**src/rtl/counter_arbiter_pkg.sv**
```systemverilog
// ---------------------------------------------------------------------------
// counter_arb_pkg
// Shared types and constants for the counter_arbiter block: the FSM state
// encoding and default sizing for requesters, counter width and prescaler.
// No ports (package).
// ---------------------------------------------------------------------------
package counter_arb_pkg;

    localparam int STATE_W          = 2;
    localparam int DEFAULT_NREQ     = 4;
    localparam int DEFAULT_CW       = 4;
    localparam int DEFAULT_PRESCALE = 4;

    typedef enum logic [STATE_W-1:0] {
        IDLE = 2'd0,
        LOAD = 2'd1,
        RUN  = 2'd2,
        DONE = 2'd3
    } state_e;

endpackage

```
**src/rtl/counter_arbiter_if.sv**
```systemverilog
// ---------------------------------------------------------------------------
// counter_arbiter_if
// Request/grant bundle between the delay-requesting control FSMs and the
// shared interval timer.
//   req   [NREQ]     request level per requester
//   len   [NREQ*CW]  run length per requester, len[i*CW +: CW] for req[i]
//   grant [NREQ]     one-hot grant, zero when idle
//   done  [NREQ]     one-cycle completion pulse
//   busy             timer occupied (LOAD/RUN/DONE)
//   count [CW]       shared counter value
// Modports: master = requester side, slave = arbiter side.
// ---------------------------------------------------------------------------
interface counter_arbiter_if
    import counter_arb_pkg::*;
#(
    parameter int NREQ = DEFAULT_NREQ,
    parameter int CW   = DEFAULT_CW
);
    logic [NREQ-1:0]    req;
    logic [NREQ*CW-1:0] len;
    logic [NREQ-1:0]    grant;
    logic [NREQ-1:0]    done;
    logic               busy;
    logic [CW-1:0]      count;

    modport master (
        output req, len,
        input  grant, done, busy, count
    );

    modport slave (
        input  req, len,
        output grant, done, busy, count
    );
endinterface

```
**src/rtl/counter_arbiter_rr_picker.sv**
```systemverilog
// ---------------------------------------------------------------------------
// rr_picker
// Combinational round-robin search: finds the first set request at or after
// ptr, wrapping past NREQ-1 back to 0.
//   req    in  [NREQ]  request vector
//   ptr    in  [IW]    highest-priority index
//   onehot out [NREQ]  selected requester, one-hot (zero if none)
//   idx    out [IW]    selected requester index
//   found  out         at least one request present
// ---------------------------------------------------------------------------
module rr_picker #(
    parameter int NREQ = 4,
    parameter int IW   = 2
) (
    input  logic [NREQ-1:0] req,
    input  logic [IW-1:0]   ptr,
    output logic [NREQ-1:0] onehot,
    output logic [IW-1:0]   idx,
    output logic            found
);

    always_comb begin
        onehot = '0;
        idx    = '0;
        found  = 1'b0;
        // Segment [ptr .. NREQ-1] outranks the wrapped segment [0 .. ptr-1].
        for (int i = 0; i < NREQ; i++) begin
            if (!found && (i >= int'(ptr)) && req[i]) begin
                found     = 1'b1;
                onehot[i] = 1'b1;
                idx       = IW'(i);
            end
        end
        for (int i = 0; i < NREQ; i++) begin
            if (!found && (i < int'(ptr)) && req[i]) begin
                found     = 1'b1;
                onehot[i] = 1'b1;
                idx       = IW'(i);
            end
        end
    end

endmodule

```
**src/rtl/counter_arbiter.sv**
```systemverilog
// ---------------------------------------------------------------------------
// counter_arbiter
// Shares one up-counting interval timer between NREQ requesters. Grants are
// round-robin; the granted requester's length is loaded, the counter runs
// count 0..len-1, and a one-cycle done pulse returns to that requester.
// Dropping the granted request during LOAD/RUN aborts without a done pulse.
// Ports:
//   clk    in   rising-edge clock
//   reset  in   asynchronous active-low reset
//   bus    counter_arbiter_if.slave (req, len in; grant, done, busy, count out)
// Optional feature macro: COUNTER_ARB_PRESCALE_EN -- when defined, the counter
// advances once every PRESCALE clocks instead of every clock.
// ---------------------------------------------------------------------------
module counter_arbiter
    import counter_arb_pkg::*;
#(
    parameter int NREQ     = DEFAULT_NREQ,
    parameter int CW       = DEFAULT_CW,
    parameter int PRESCALE = DEFAULT_PRESCALE
) (
    input  logic             clk,
    input  logic             reset,
    counter_arbiter_if.slave bus
);

    localparam int            IW       = (NREQ > 1) ? $clog2(NREQ) : 1;
    localparam logic [IW-1:0] LAST_IDX = IW'(NREQ - 1);

    state_e          state_q, state_d;
    logic [NREQ-1:0] grant_q, grant_d;
    logic [NREQ-1:0] done_q,  done_d;
    logic            busy_q,  busy_d;
    logic [CW-1:0]   count_q, count_d;
    logic [CW-1:0]   limit_q, limit_d;
    logic [IW-1:0]   gidx_q,  gidx_d;
    logic [IW-1:0]   rr_q,    rr_d;

    logic [IW-1:0]   rr_next;
    logic [NREQ-1:0] pick_onehot;
    logic [IW-1:0]   pick_idx;
    logic            pick_found;
    logic            req_g;
    logic [CW-1:0]   len_g;
    logic            tick;

    rr_picker #(
        .NREQ (NREQ),
        .IW   (IW)
    ) u_picker (
        .req    (bus.req),
        .ptr    (rr_q),
        .onehot (pick_onehot),
        .idx    (pick_idx),
        .found  (pick_found)
    );

    // Request level and length of the currently granted requester.
    always_comb begin
        req_g = 1'b0;
        len_g = '0;
        for (int i = 0; i < NREQ; i++) begin
            if (gidx_q == IW'(i)) begin
                req_g = bus.req[i];
                len_g = bus.len[i*CW +: CW];
            end
        end
    end

    assign rr_next = (gidx_q == LAST_IDX) ? '0 : gidx_q + 1'b1;

`ifdef COUNTER_ARB_PRESCALE_EN
    localparam int            DW       = (PRESCALE > 1) ? $clog2(PRESCALE) : 1;
    localparam logic [DW-1:0] DIV_LAST = DW'(PRESCALE - 1);

    logic [DW-1:0] div_q, div_d;

    // Divider restarts in LOAD so the first tick lands PRESCALE cycles into RUN.
    always_comb begin
        div_d = div_q;
        tick  = (div_q == DIV_LAST);
        if (state_q == LOAD) begin
            div_d = '0;
        end else if (state_q == RUN) begin
            div_d = tick ? '0 : div_q + 1'b1;
        end
    end

    always_ff @(posedge clk or negedge reset) begin
        if (!reset) begin
            div_q <= '0;
        end else begin
            div_q <= div_d;
        end
    end
`else
    // Without the divider PRESCALE has no effect; keep it referenced.
    wire unused_prescale = (PRESCALE != 0);
    assign tick = 1'b1;
`endif

    always_comb begin
        state_d = state_q;
        grant_d = grant_q;
        gidx_d  = gidx_q;
        count_d = count_q;
        limit_d = limit_q;
        rr_d    = rr_q;

        case (state_q)
            IDLE: begin
                if (pick_found) begin
                    state_d = LOAD;
                    grant_d = pick_onehot;
                    gidx_d  = pick_idx;
                end
            end
            LOAD: begin
                if (!req_g) begin
                    state_d = IDLE;
                    grant_d = '0;
                    rr_d    = rr_next;
                end else begin
                    limit_d = len_g;
                    count_d = '0;
                    state_d = (len_g == '0) ? DONE : RUN;
                end
            end
            RUN: begin
                if (!req_g) begin
                    state_d = IDLE;
                    grant_d = '0;
                    rr_d    = rr_next;
                end else if (tick) begin
                    // Stop on the last value rather than wrapping past limit-1.
                    if (count_q == limit_q - 1'b1) begin
                        state_d = DONE;
                    end else begin
                        count_d = count_q + 1'b1;
                    end
                end
            end
            DONE: begin
                state_d = IDLE;
                grant_d = '0;
                rr_d    = rr_next;
            end
            default: begin
                state_d = IDLE;
                grant_d = '0;
            end
        endcase

        // done/busy are registered copies of what the next state implies.
        done_d = (state_d == DONE) ? grant_d : '0;
        busy_d = (state_d != IDLE);
    end

    always_ff @(posedge clk or negedge reset) begin
        if (!reset) begin
            state_q <= IDLE;
            grant_q <= '0;
            done_q  <= '0;
            busy_q  <= 1'b0;
            count_q <= '0;
            limit_q <= '0;
            gidx_q  <= '0;
            rr_q    <= '0;
        end else begin
            state_q <= state_d;
            grant_q <= grant_d;
            done_q  <= done_d;
            busy_q  <= busy_d;
            count_q <= count_d;
            limit_q <= limit_d;
            gidx_q  <= gidx_d;
            rr_q    <= rr_d;
        end
    end

    assign bus.grant = grant_q;
    assign bus.done  = done_q;
    assign bus.busy  = busy_q;
    assign bus.count = count_q;

endmodule

```
**src/flat_wrapper.sv**
```systemverilog
// flat-port wrapper written by rule: the top's interface ports become plain ports
module counter_arbiter_flat import counter_arb_pkg::*;
#(
    parameter int NREQ     = DEFAULT_NREQ,
    parameter int CW       = DEFAULT_CW,
    parameter int PRESCALE = DEFAULT_PRESCALE
)
  (clk, reset, bus_req, bus_len, bus_grant, bus_done, bus_busy, bus_count);
  counter_arbiter_if #(.NREQ(NREQ), .CW(CW)) bus_i ();
  input  logic clk;
  input  logic reset;
  input wire logic [$bits(bus_i.req)-1:0] bus_req;
  input wire logic [$bits(bus_i.len)-1:0] bus_len;
  output wire logic [$bits(bus_i.grant)-1:0] bus_grant;
  output wire logic [$bits(bus_i.done)-1:0] bus_done;
  output wire logic [$bits(bus_i.busy)-1:0] bus_busy;
  output wire logic [$bits(bus_i.count)-1:0] bus_count;
  assign bus_i.req = bus_req;
  assign bus_i.len = bus_len;
  assign bus_grant = bus_i.grant;
  assign bus_done = bus_i.done;
  assign bus_busy = bus_i.busy;
  assign bus_count = bus_i.count;
  counter_arbiter #(.NREQ(NREQ), .CW(CW), .PRESCALE(PRESCALE)) u_core (.clk(clk), .reset(reset), .bus(bus_i));
endmodule
```
**config.mk**
```make
export PLATFORM = sky130hd
export DESIGN_NAME = counter_arbiter_flat
export DESIGN_NICKNAME = d
export VERILOG_FILES = /design/src/rtl/counter_arbiter_pkg.sv /design/src/rtl/counter_arbiter_if.sv /design/src/rtl/counter_arbiter_rr_picker.sv /design/src/rtl/counter_arbiter.sv /design/src/flat_wrapper.sv
export SDC_FILE = /design/constraint.sdc
export NUM_CORES = 1
export LEC_CHECK = 0
export CAP_MARGIN = 20
export CORE_MARGIN = 2
export CORE_UTILIZATION = 41
export DETAILED_ROUTE_END_ITERATION = 10
export PLACE_DENSITY = 0.67
export SYNTH_ARGS = -nofsm -noshare
export SYNTH_HDL_FRONTEND = slang
export SYNTH_SLANG_ARGS = --single-unit
```
**constraint.sdc**
```tcl
create_clock -name clk -period 4.2 [get_ports clk]
set_clock_uncertainty 0.1 [all_clocks]
set_input_delay 0.84 -clock clk [delete_from_list [all_inputs] [get_ports clk]]
set_output_delay 0.84 -clock clk [all_outputs]
set_load 0.01 [all_outputs]
```
==> reports/results.env, run 1 <==
ROUTE.FINAL.WIRE_LENGTH_UM=3570
SWSHARE_PCT=43.9
SYNTH.CELL_AREA_SQ_UM=1580
DIE_AREA_SQ_UM=4360
TYPE_OF_ORIGIN_OF_THE_CRITICAL_PATH='input pin'
GRT_SETUP_UNREPAIRED='no'
GRT_FIRST_PASS_WIRELENGTH_UM=6240
POWER.DENSITY_CELL_AREA_nW_PER_UM2=641
CLOCK_TREE.HTREE_LEVEL_COUNT=1
PEAKVDDDROP_mV=0.314
FIRSTDRTPASSITERS=4
MAX_CLOCK_BUF_DEPTH=2
CHIPWIDTH_UM=66.0
TIMING.CRITICAL_PATH.TO_TYPE='flip-flop'
CLKTRANSATPATHREGS_NS=0.08
FINALWEIGHTEDCONGESTION=0.815
TIMING.CRITICAL_PATH.MAX_DELAY_FAMILY='compound AO/OA/AOI/OAI gates'
YOSYS-TOP-CELLS-AREA='dfrtp_1, ha_1, inv_1'
NUMBER_OF_SLEW_LIMIT_VIOLATIONS_IN_THE_FINAL_REPORT=0
FINALCRITPERIODSHARE_PCT=64.8
POSTSYNTHCELLCOUNT=165
CRITPATHBUFINV=1
CTS_RESIZED=0
DRT-WIRELENGTH-PER-CELL_UM=14.4
TIMING.FMAX_MHz=368
CTS_ROOT_BUF='clkbuf_8'
FINISH.INSTANCE_AREA_SQ_UM=2010
SETUP_SLACK_NS=1.48
PORT-BUFFER-COUNT=34
FINALWORSTPATHREQUIREDPERIOD_NS=2.72
SWITCHINGPOWER_uW=566
SETUP_VIOLATIONS=0
LARGEST_NET_DEGREE_AT_THE_START_OF_GLOBAL_ROUTING=24
DRIVE_GT1_SHARE_PCT=8.54
WHS_PATH_DEPTH=2
NUMCTSBUFFERS=3
DP_WORST_SETUP_SLACK_NS=1.18
VIA_COUNT=1382
WORSTHOLDPATHTYPE='flip-flop to flip-flop'
DR.FIRST_ITER.DRC_COUNT=56
IO_PINS=35
WORSTPATHREQUIRED_NS=4.27
ARRIVAL_NS=2.79
CRITICAL_PATH_CLASS='input pin to flip-flop'
P_SEQ_SHARE_PCT=29.1
SYNTH-EDFF-COUNT=0
RUN_STATUS='finished clean'
WORST_R2R_PATH_DEPTH=7
ANTENNADIODECOUNT=0
DETAIL-ROUTE-ANTENNA-NETS=0
TNS_NS=0
MAXCAPVIOLCOUNT=0
PLACE_AREA_SQ_UM=1950
SYNTH-ASYNC-RESET-RATIO_PCT=100
POWER.CLOCK.FRACTION_PCT=10.6
NUM-NETS-FINAL=232
PATH_MAX_FANOUT=8
COMB_POWER_SHARE_PCT=60.3
INSERTION_DELAY_NS=0.26
SYNTH.TOP_CELL.AREA_SHARE_PCT=36.5
CRITICAL_PATH.MAX_STAGE_DELAY_NS=0.61
GRT_ANTENNA_BEFORE_REPAIR=0
COREAREA_SQ_UM=3690
CP_CELL_SEQUENCE='clkdlybuf4s50_1 -> and3b_2 -> o211a_4 -> nand2_4 -> o41a_1 -> a211oi_1'
SYNTH_SEQ_CELLS=23
FINAL_CORE_UTILIZATION_PCT=54.5
SYNTH.LIB_CELLS_USED.DISTINCT=47
START_UTIL_PCT=42.8
CRIT_PATH_TOP_DELAY_CELL='clkdlybuf4s50_1'
CLOCK_TREE_FROM_TRITONCTS='done'
SYNTH_SEQ_AREA_SHARE_PCT=36.5
LAYOUT.FILLER_CELLS=343
WORST_SLEW_MARGIN_REL_PCT=65.7
DIE_H_UM=66.0
DETAILED_PLACE_HPWL_UM=2790
POWER.STATIC_LEAKAGE_uW=0.000898
YOSYS_WARNINGS=0
AREA_GROW_SYN2LAYOUT_PCT=27.4
REPORT.FINAL.HOLD_VIOL_COUNT=0
ROUTE.DETAILED.VIAS_PER_INST=5.60
GRT.OVERFLOW.TOTAL=0
MAX_SLEW.WORST_PIN.SLEW_NS=0.510
REMAINING_DRC_ERRORS=0
SYNTHDOMINANTAREACELLTYPE='dfrtp_1'
SYNTH_AREA_PER_CELL_SQ_UM=9.56
CRIT_CELLS=6
YS.FLOP_TYPE='dfrtp_1'
SYNTH.NET_COUNT=197
GROUTE.USAGE.OVERALL_PCT=18.4
POST-CTS-SETUP-BUFFERS=0
CTS_NUM_SINKS=23
VIA_COUNT_OF_THE_FIRST_GLOBAL_ROUTING_PASS=1441
CELL_INTERNAL_PWR_uW=722
HOLDBUFCOUNTCTS=0
STD_CELL_ROWS=22
## stage by stage
stage | cells | power, uW | hold WS [ns]
2_1_floorplan | 165 | 949 | 0.366
3_3_place_gp | 242 | 1140 | 0.418
3_5_place_dp | 242 | 1150 | 0.399
4_1_cts | 246 | 1300 | 0.418
5_1_grt | 247 | 1420 | 0.453
6_report | 247 | 1290 | 0.410
## layer usage
layer,GRT usage [%],part of all wire [%],wire (um),up-vias
met5,0,0,0,-
met4,6.89,1.7,61,0
met3,3.92,6.4,228,7
met2,31.6,46,1630,48
met1,22.5,46,1650,653
li1,-,-,-,674
## kinds of logic (layout without fill, tap and decap cells)
family / Yosys count / after routing / share of synthesized area [%]
AND/OR/NAND/NOR: 40 / 40 / 12.9
adder cells (fa/ha/maj): 10 / 10 / 7.93
buffers and inverters: 23 / 57 / 6.11
XOR/XNOR: 5 / 5 / 3.65
AO/OA/AOI/OAI: 56 / 56 / 27.4
multiplexers: 8 / 8 / 5.55
flip-flops: 23 / 23 / 36.5
## worst reg2reg max path: cells and delay by family (launching register included)
| kind | cells | cell delay [ns] |
|---|---|---|
| AO/OA/AOI/OAI | 3 | 1.02 |
| adder cells (fa/ha/maj) | 1 | 0.29 |
| buffers and inverters | 1 | 0.08 |
| flip-flops | 1 | 0.40 |
| AND/OR/NAND/NOR | 2 | 0.36 |
## cell usage in the layout, fill, tap and decap left out, types with 4 or more instances in the layout
master	count
a211oi_1	4
a21oi_1	5
a22o_1	4
clkdlybuf4s50_1	34
dfrtp_1	23
ha_1	10
inv_1	18
mux2_2	6
nand2_1	13
nand3_1	4
nor2_1	8
o21ai_0	11
o22ai_1	5
## cell usage after synthesis (2+ instances only)
cell / count
xor2_1: 2
nor3_1: 3
nand3_1: 4
nand2b_1: 3
mux2i_1: 2
nand2_1: 13
o211a_1: 2
xnor2_1: 2
a21oi_1: 5
a21boi_0: 2
a31oi_1: 2
o21ai_0: 11
a32o_1: 2
a21o_1: 2
inv_1: 18
mux2_2: 6
o31ai_1: 3
a22o_1: 4
nor2_1: 8
nand3b_1: 2
ha_1: 10
o2111ai_1: 3
o22ai_1: 5
a211oi_1: 4
clkbuf_1: 2
dfrtp_1: 23
nor2b_1: 2
## power by group through the flow
stage	clock network (uW)	logic, uW	registers (uW)
after floorplan	0	584	365
after global placement	0	764	376
after detailed placement	0	777	378
after CTS	141	781	374
after global routing	153	874	389
final	137	777	374
## cell type report
| class | instances | area, sq um | share of cell area [%] |
|---|---|---|---|
| timing repair buffer | 35 | 355 | 17.7 |
| sequential | 23 | 576 | 28.6 |
| tap | 48 | 60.1 | 2.99 |
| multi-input combinational | 119 | 906 | 45.1 |
| inverter | 18 | 67.6 | 3.36 |
| clock buffer | 4 | 45.0 | 2.24 |
## flip-flops by register name, summed over array words and instances, names as in the netlist
| register | count |
|---|---|
| u_core.bus.count | 4 |
| u_core.bus.done | 4 |
| u_core.bus.grant | 4 |
| u_core.limit_q | 4 |
| u_core.gidx_q | 2 |
| u_core.rr_q | 2 |
| u_core.state_q | 2 |
| u_core.bus.busy | 1 |
## worst paths after layout
| kind | slack [ns] | startpoint | endpoint |
|---|---|---|---|
| max | 1.48 | bus_req[0] | u_core.bus.done[2]$_DFF_PN0_ |
| min | 0.41 | u_core.bus.grant[0]$_DFF_PN0_ | u_core.bus.grant[0]$_DFF_PN0_ |
| max reg2reg | 1.85 | u_core.gidx_q[1]$_DFFE_PN0P_ | u_core.bus.done[2]$_DFF_PN0_ |
| min reg2reg | 0.41 | u_core.bus.grant[0]$_DFF_PN0_ | u_core.bus.grant[0]$_DFF_PN0_ |
| max in group asynchronous | 2.78 | reset | u_core.bus.done[1]$_DFF_PN0_ |
| min in group asynchronous | 0.78 | reset | u_core.limit_q[3]$_DFFE_PN0P_ |
(Power assumes the default switching activity.)
==> run 2: changes to the inputs <==
--- a/config.mk
+++ b/config.mk
@@ -9,7 +9,7 @@
 export CORE_MARGIN = 2
 export CORE_UTILIZATION = 41
 export DETAILED_ROUTE_END_ITERATION = 10
-export PLACE_DENSITY = 0.67
+export PLACE_DENSITY = 0.7
 export SYNTH_ARGS = -nofsm -noshare
 export SYNTH_HDL_FRONTEND = slang
 export SYNTH_SLANG_ARGS = --single-unit
==> constraint.sdc (replaced) <==
create_clock -name clk -period 2.3 [get_ports clk]
set_clock_uncertainty 0.1 [all_clocks]
set_input_delay 0.46 -clock clk [delete_from_list [all_inputs] [get_ports clk]]
set_output_delay 0.46 -clock clk [all_outputs]
set_load 0.01 [all_outputs]
==> run 2 against run 1 <==
  * Combinational power increased by 120%
  * Core utilization rose by 5.4 points
  * Global-route usage increased by 2.7 points
  * Flip-flop and latch count is the same
  * Power up 110%
  * Sequential power rose by 85%
  * Critical path type is now flip-flop to flip-flop
  * Critical endpoint is now u_core.bus.count[2]$_DFFE_PN0P_
  * Largest cell class unchanged
==> reports/results.env, run 2 (same netlist as run 1, synthesis figures left out) <==
RUN_STATUS='finished clean'
SWSHARE_PCT=44.1
COREAREA_SQ_UM=3690
GRT.OVERFLOW.TOTAL=0
FINALWEIGHTEDCONGESTION=0.938
INSERTION_DELAY_NS=0.27
HOLDBUFCOUNTCTS=0
REMAINING_DRC_ERRORS=0
MAX_SLEW.WORST_PIN.SLEW_NS=0.474
NUMBER_OF_SLEW_LIMIT_VIOLATIONS_IN_THE_FINAL_REPORT=0
IO_PINS=35
MAX_CLOCK_BUF_DEPTH=2
COMB_POWER_SHARE_PCT=64.2
GROUTE.USAGE.OVERALL_PCT=21.0
CLKTRANSATPATHREGS_NS=0.09
MOSTFREQUENTLAYOUTCELLS='clkdlybuf4s50_1, dfrtp_1, buf_4'
POWER.CLOCK.FRACTION_PCT=9.8
CTS_ROOT_BUF='clkbuf_8'
MAXCAPVIOLCOUNT=0
FIRSTDRTPASSITERS=4
STD_CELL_ROWS=22
TIMING.FMAX_MHz=452
CRITICAL_PATH_CLASS='flip-flop to flip-flop'
DIE_H_UM=66.0
WORSTPATHREQUIRED_NS=2.37
TIMING.CRITICAL_PATH.TO_TYPE='flip-flop'
REPORT.FINAL.HOLD_VIOL_COUNT=0
WORSTHOLDPATHTYPE='input pin to asynchronous set/reset pin'
NUMCTSBUFFERS=3
MOST_COMMON_LIBRARY_CELL_IN_THE_LAYOUT_IGNORING_FILL_AND_TAPS='clkdlybuf4s50_1'
NUM-NETS-FINAL=248
AREA_GROW_SYN2LAYOUT_PCT=40.0
DETAIL-ROUTE-ANTENNA-NETS=0
POST-PLACE-CELLS=258
CHIPWIDTH_UM=66.0
DETAILED_PLACE_HPWL_UM=3030
LARGEST_NET_DEGREE_AT_THE_START_OF_GLOBAL_ROUTING=24
VIA_COUNT_OF_THE_FIRST_GLOBAL_ROUTING_PASS=1537
POWER.STATIC_LEAKAGE_uW=0.000975
SETUP_VIOLATIONS=0
P_SEQ_SHARE_PCT=26.0
WORST_SLEW_MARGIN_REL_PCT=68.1
DR.FIRST_ITER.DRC_COUNT=43
FINALPOWER_uW=2660
GRT_ANTENNA_BEFORE_REPAIR=0
GRT_SETUP_UNREPAIRED='yes'
VIA_COUNT=1460
ROUTE.FINAL.WIRE_LENGTH_UM=4070
POWER.DENSITY_CELL_AREA_nW_PER_UM2=1200
DRIVE_GT1_SHARE_PCT=24.2
CTS_NUM_SINKS=23
FINALWORSTPATHREQUIREDPERIOD_NS=2.21
ROUTE.DETAILED.VIAS_PER_INST=5.55
DIE_AREA_SQ_UM=4360
PATH_MAX_FANOUT=5
ARRIVAL_NS=2.28
PEAKVDDDROP_mV=0.453
GRT_FIRST_PASS_WIRELENGTH_UM=6980
CELL_INTERNAL_PWR_uW=1480
FINAL_CORE_UTILIZATION_PCT=59.9
ANTENNADIODECOUNT=0
START_UTIL_PCT=42.8
CLOCK_TREE_FROM_TRITONCTS='done'
DRT-WIRELENGTH-PER-CELL_UM=15.5
FINALCRITPERIODSHARE_PCT=96.3
CLOCK_TREE.HTREE_LEVEL_COUNT=1
SETUP_SLACK_NS=0.0854
TYPE_OF_ORIGIN_OF_THE_CRITICAL_PATH='flip-flop'
SWITCHINGPOWER_uW=1170
DP_WORST_SETUP_SLACK_NS=-0.148
FINALNONFILLERCELLS=263
PORT-BUFFER-COUNT=34
==> run 2: cell types whose count changed in the layout (fill, tap and decap cells not counted), moves of 2 or more <==
cell      before  now
buf_4          0   17
o22ai_2        0    2
a211oi_2       0    4
o22ai_1        5    3
ha_1          10    6
inv_1         18   16
nor2_1         8    6
inv_2          0    2
a211oi_1       4    0
nor2_2         0    2
ha_2           0    3
==> run 2: repair_timing <==
| action | CTS | global route |
|---|---|---|
| gates resized for setup | 0 | 20 |
| endpoints found under the setup margin | 0 | 13 |
| setup buffers | 0 | 1 |
==> run 2: power by group through the flow <==
stage               sequential [uW]  clock (uW)  combinational (uW)
CTS                             685         262                1570
global route                    719         285                1890
detailed placement              691           0                1560
finish                          692         260                1710
floorplan                       667           0                1070
global placement                684           0                1520
==> run 2: final timing paths <==
path                            depth (start not counted)  slack [ns]                              end                           from
worst max-delay path                                    8        0.09  u_core.bus.count[2]$_DFFE_PN0P_   u_core.gidx_q[0]$_DFFE_PN0P_
worst min-delay path                                    2        0.43    u_core.limit_q[0]$_DFFE_PN0P_                          reset
max in group asynchronous                               2        1.44     u_core.bus.done[0]$_DFF_PN0_                          reset
worst max register to register                          8        0.09  u_core.bus.count[2]$_DFFE_PN0P_   u_core.gidx_q[0]$_DFFE_PN0P_
worst min register to register                          2        0.43    u_core.bus.grant[0]$_DFF_PN0_  u_core.bus.grant[0]$_DFF_PN0_
min in group clk                                        2        0.43    u_core.bus.grant[0]$_DFF_PN0_  u_core.bus.grant[0]$_DFF_PN0_
==> run 2: cell type report <==
| class | instances | area (sq um) |
|---|---|---|
| well taps | 48 | 60.1 |
| clock buffers | 3 | 41.3 |
| repair buffers | 51 | 468 |
| inverters | 18 | 67.6 |
| multi-input cells | 119 | 991 |
| clock inverters | 1 | 5.00 |
| flip-flops and latches | 23 | 576 |
| fillers | 345 | 1480 |
==> run 2: per-layer routing <==
metal | share of wire (%) | up-vias | track usage (%)
li1 | - | 706 | -
met1 | 44 | 700 | 26.9
met2 | 49 | 47 | 34.8
met3 | 6.0 | 7 | 3.41
met4 | 1.5 | 0 | 9.44
met5 | 0 | - | 0
==> run 2: stage by stage <==
stage	cell area [sq um]	hold slack [ns]	setup TNS, ns
after floorplan	1580	0.0644	0
after global placement	2070	0.408	-0.307
after detailed placement	2070	0.407	-0.788
after CTS	2120	0.427	0
after global routing	2210	0.450	-0.0225
final	2210	0.429	0
==> run 2: worst max-delay path: stages, from the launching register on <==
cell and delay, ns:
dfrtp_1 0.43, inv_2 0.11, ha_2 0.24, or3b_4 0.43, o211ai_4 0.14, buf_4 0.17
nor2_1 0.04, mux2_2 0.27, a22o_1 0.18
